### src/rtl/flex_updown_counter.sv
// Up/down counter with programmable rollover, synchronous load/clear
// and a saturating count of wrap events.
module flex_updown_counter #(
    parameter int NUM_CNT_BITS  = 4,
    parameter int NUM_WRAP_BITS = 4
) (
    input  logic                     clk,
    input  logic                     rst,
    input  logic                     clear,
    input  logic                     load,
    input  logic [NUM_CNT_BITS-1:0]  load_val,
    input  logic                     count_enable,
    input  logic                     count_dir,
    input  logic [NUM_CNT_BITS-1:0]  rollover_val,
    output logic [NUM_CNT_BITS-1:0]  count_out,
    output logic                     rollover_flag,
    output logic [NUM_WRAP_BITS-1:0] wrap_count
);

    localparam logic [NUM_CNT_BITS-1:0]  CNT_ZERO  = '0;
    localparam logic [NUM_CNT_BITS-1:0]  CNT_ONE   = 1;
    localparam logic [NUM_WRAP_BITS-1:0] WRAP_ONE  = 1;
    localparam logic [NUM_WRAP_BITS-1:0] WRAP_FULL = '1;

    logic [NUM_CNT_BITS-1:0] count_next;
    logic [NUM_CNT_BITS-1:0] terminal;
    logic                    flag_next;
    logic                    wrap_evt;

    assign terminal = count_dir ? rollover_val : CNT_ONE;

    always_comb begin
        count_next = count_out;
        flag_next  = rollover_flag;
        wrap_evt   = 1'b0;
        if (clear) begin
            count_next = CNT_ZERO;
            flag_next  = 1'b0;
        end else if (load) begin
            count_next = load_val;
            flag_next  = (load_val == terminal);
        end else if (count_enable) begin
            // A zero rollover value freezes the count entirely
            if (rollover_val == CNT_ZERO) begin
                flag_next = 1'b0;
            end else begin
                if (count_dir) begin
                    if (count_out < rollover_val) begin
                        count_next = count_out + CNT_ONE;
                    end else begin
                        count_next = CNT_ONE;
                        wrap_evt   = 1'b1;
                    end
                end else begin
                    if (count_out > CNT_ONE) begin
                        count_next = count_out - CNT_ONE;
                    end else begin
                        count_next = rollover_val;
                        wrap_evt   = 1'b1;
                    end
                end
                flag_next = (count_next == terminal);
            end
        end
    end

    always_ff @(posedge clk or posedge rst) begin
        if (rst) begin
            count_out     <= '0;
            rollover_flag <= 1'b0;
            wrap_count    <= '0;
        end else begin
            count_out     <= count_next;
            rollover_flag <= flag_next;
            if (clear) begin
                wrap_count <= '0;
            end else if (wrap_evt && (wrap_count != WRAP_FULL)) begin
                wrap_count <= wrap_count + WRAP_ONE;
            end
        end
    end

endmodule

### config.mk
export PLATFORM = sky130hd
export DESIGN_NAME = flex_updown_counter
export DESIGN_NICKNAME = d
export VERILOG_FILES = /design/src/rtl/flex_updown_counter.sv
export SDC_FILE = /design/constraint.sdc
export NUM_CORES = 1
export LEC_CHECK = 0
export ABC_AREA = 1
export CAP_MARGIN = 20
export CORE_MARGIN = 2
export CORE_UTILIZATION = 23
export DETAILED_ROUTE_END_ITERATION = 6
export GPL_TIMING_DRIVEN = 0
export PLACE_DENSITY = 0.5
export SLEW_MARGIN = 5
export SYNTH_ARGS = -nofsm -noshare
export SYNTH_HDL_FRONTEND = slang
export SYNTH_SLANG_ARGS = --single-unit
export TNS_END_PERCENT = 1
### constraint.sdc
create_clock -name clk -period 1.85 [get_ports clk]
set_clock_uncertainty 0.15 [all_clocks]
set_input_delay 0.555 -clock clk [delete_from_list [all_inputs] [get_ports clk]]
set_output_delay 0.555 -clock clk [all_outputs]
set_load 0.02 [all_outputs]
==> reports/qor.csv <==
metric,value,unit
synth_ff_type,sky130_fd_sc_hd__dfrtp_1,
ctsHoldBuffers,0,
power.net_switching,333,uW
synthesis_to_finish_area_growth,60.8,%
design.final.nets,220,
dr_total_vias,1108,
critical_path.max_stage_delay,0.47,ns
worst_skew_pair.late_latency,0.22,ns
synth-warning-count,0,
clock_power_share,24.8,%
worst-path-max-fanout,6,
drt_first_pass_iters,7,
critical_path_required_time,1.86,ns
cts_sinks,9,
worstMarginPinSlew,0.351,ns
fp.dieH,68.8,um
combinationalPowerShare,48.1,%
dp_cells,226,
core_region_area,4030,sq um
total_leakage_power,0.000798,uW
grt_antenna_before_repair,0,
post_dp_cell_area,1270,sq um
tritoncts,done,
post_synth_instance_area,965,sq um
hold_class,reg -> reg,
synthTopCellsByArea,"sky130_fd_sc_hd__dfrtp_1 (23%), sky130_fd_sc_hd__nand2_1 (17%), sky130_fd_sc_hd__inv_1 (9.3%), sky130_fd_sc_hd__ha_1 (9.1%), sky130_fd_sc_hd__nand3_1 (8.3%)",
grt-ovfl-total,0,
synth.yosys.seq_area_share,23.3,%
power_per_unit_of_standard_cell_area,572,nW/um^2
finish.instance_area,1550,sq um
postSynthCellCount,154,
io_pins,23,
drtIter0Drc,55,
critPathArrivalTime,1.88,ns
final_cells,248,
post_route_cells_drive_above_1_share,33.8,%
floorplan.initialDensity,23.9,%
violated_checks,setup timing,
final.setup.worst_slack,-0.0265,ns
timing.slew.headroom,76.6,%
routabilityCongestion,0.764,
synthDistinctLibCells,25,
critical-path-top-delay-family,flip-flops,
report.final.slew_viol_count,0,
crit_chain,inv_4 -> ha_4 -> inv_2 -> nand2_4 -> nand2_8 -> a211oi_4 -> nand3_2 -> o21ai_1 -> nand2_1 -> nor2_1,
rsz0062_at_grt,yes,
synth.net_count,175,
clk_transition_reported_paths,0.05,ns
grt_max_degree,11,
async_flop_share,100,%
yosysMostFrequentCell,sky130_fd_sc_hd__nand2_1,
clockBufferDepth,2,
count_of_flip_flops_with_a_built_in_enable_after_synthesis,0,
wirelength,2.86,mm
cts-buffers-inserted,3,
clock.fmax,533,MHz
post_synth.cell_area_avg,6.26,sq um
drt-vias-per-instance,4.47,
result_of_the_run,"complete, but fails checks",
setup_viol_count_final,3,
die-area,4730,sq um
cp.buffers_inverters,2,
netSwitchingFraction,37.5,%
cap_violations,0,
vdd_drop_max,261,uV
seq_power_share,27.1,%
final_period_minus_worst_setup_slack,1.88,ns
dp_hpwl,2.10,mm
hold_slack,0.327,ns
timing.final.crit_share,101,%
final_ant_viol_nets,0,
htree_levels,1,
critical_path.slowest_cell,sky130_fd_sc_hd__dfrtp_2,
diodes,0,
yosysTopAreaCellShare,23.3,%
buffer_ports.inserted,22,
cts_root_buffer,sky130_fd_sc_hd__clkbuf_8,
die_width,68.8,um
report.final.hold_viol_count,0,
type_of_the_worst_setup_path,reg -> reg,
top_cell_types_by_occurrence_after_synthesis,"sky130_fd_sc_hd__nand2_1 (43), sky130_fd_sc_hd__inv_1 (24), sky130_fd_sc_hd__nand3_1 (16)",
grtUsageTotal,12.1,%
finalSetupTns,-0.0613,ns
routed_wire_length_per_instance,11.5,um
endpoint_kind,register,
drc,0,
grt_pass1_vias,910,
postSynthRegisterBits,9,
grt_first_pass_wirelength,4.37,mm
yosys.area.top_type,sky130_fd_sc_hd__dfrtp_1,
core.rowCount,23,
internal_power,554,uW
critPathLaunchType,register,
[state kept, by name, summed over array words and instances (netlist names)]
signal / count
count_out: 4
rollover_flag: 1
wrap_count: 4
[through the flow]
step | total power [uW] | util (%) | setup slack, ns
floorplan | 446 | - | -0.00397
global placement | 560 | 31.5 | -0.768
detailed placement | 557 | 31.5 | -0.769
CTS | 783 | 33.0 | -0.185
global route | 960 | 38.5 | -0.191
finish | 887 | 38.5 | -0.0265
[path summary, 6_finish.rpt]
path	startpoint	to	slack, ns	cells after the start
max reg2reg	count_out[1]$_DFFE_PP0P_	wrap_count[3]$_DFFE_PP0P_	-0.03	10
min reg2reg	rollover_flag$_DFFE_PP0P_	rollover_flag$_DFFE_PP0P_	0.33	2
max in group asynchronous	rst	count_out[1]$_DFFE_PP0P_	0.82	2
min in group asynchronous	rst	wrap_count[3]$_DFFE_PP0P_	0.45	2
min	rollover_flag$_DFFE_PP0P_	rollover_flag$_DFFE_PP0P_	0.33	2
max	count_out[1]$_DFFE_PP0P_	wrap_count[3]$_DFFE_PP0P_	-0.03	10
[worst min-delay path: cells and delay by family (launching register included)]
kind,cells,cell delay [ns]
AND/OR/NAND/NOR,2,0.10
flip-flops,1,0.34
[layout by cell type, fill, tap and decap left out, drive strengths merged]
master / instances
dlygate4sd2: 10
nand3b: 1
dlymetal6s2s: 1
buf: 23
nand3: 17
o21ai: 10
nand4: 4
a21oi: 7
ha: 7
nor2: 12
clkbuf: 5
xor2: 1
dfrtp: 9
nor3: 3
a211oi: 1
clkdlybuf4s50: 6
o22ai: 3
a31oi: 1
nand2: 46
o211ai: 1
xnor2: 2
inv: 28
[layer usage]
layer  vias up  routed length [um]  track usage, %
li1        592                   -               -
met1       479                1320            18.5
met2        35                1350            18.8
met3         2                 165           0.649
met4         0                  20            2.21
met5         -                   0               0
[kinds of logic after synthesis]
| group | synth area share [%] |
|---|---|
| AND/OR/NAND/NOR | 39.2 |
| flip-flops | 23.3 |
| XOR/XNOR | 2.72 |
| AO/OA/AOI/OAI | 14.3 |
| buffers and inverters | 11.4 |
| adder cells (fa/ha/maj) | 9.08 |
[cell type report]
class	instances	area [sq um]
Buffer	1	11.3
Inverter	28	110
Clock buffer	4	45.0
Fill cell	439	2480
Multi-Input combinational cell	116	764
Sequential cell	9	230
Timing Repair Buffer	40	328
Tap cell	50	62.6
[power by group through the flow]
stage | Sequential, uW | Clock (uW) | Combinational (uW)
3_3_place_gp | 242 | 0 | 317
3_5_place_dp | 241 | 0 | 316
4_1_cts | 241 | 227 | 315
6_report | 241 | 220 | 427
5_1_grt | 243 | 239 | 478
2_1_floorplan | 250 | 0 | 197
[repair_timing]
item | in CTS | in global routing
resized for setup | 23 | 44
buffers inserted | 2 | 16
pin swaps | 4 | 18
setup endpoints to repair | 18 | 9
(Power assumes the default switching activity.)
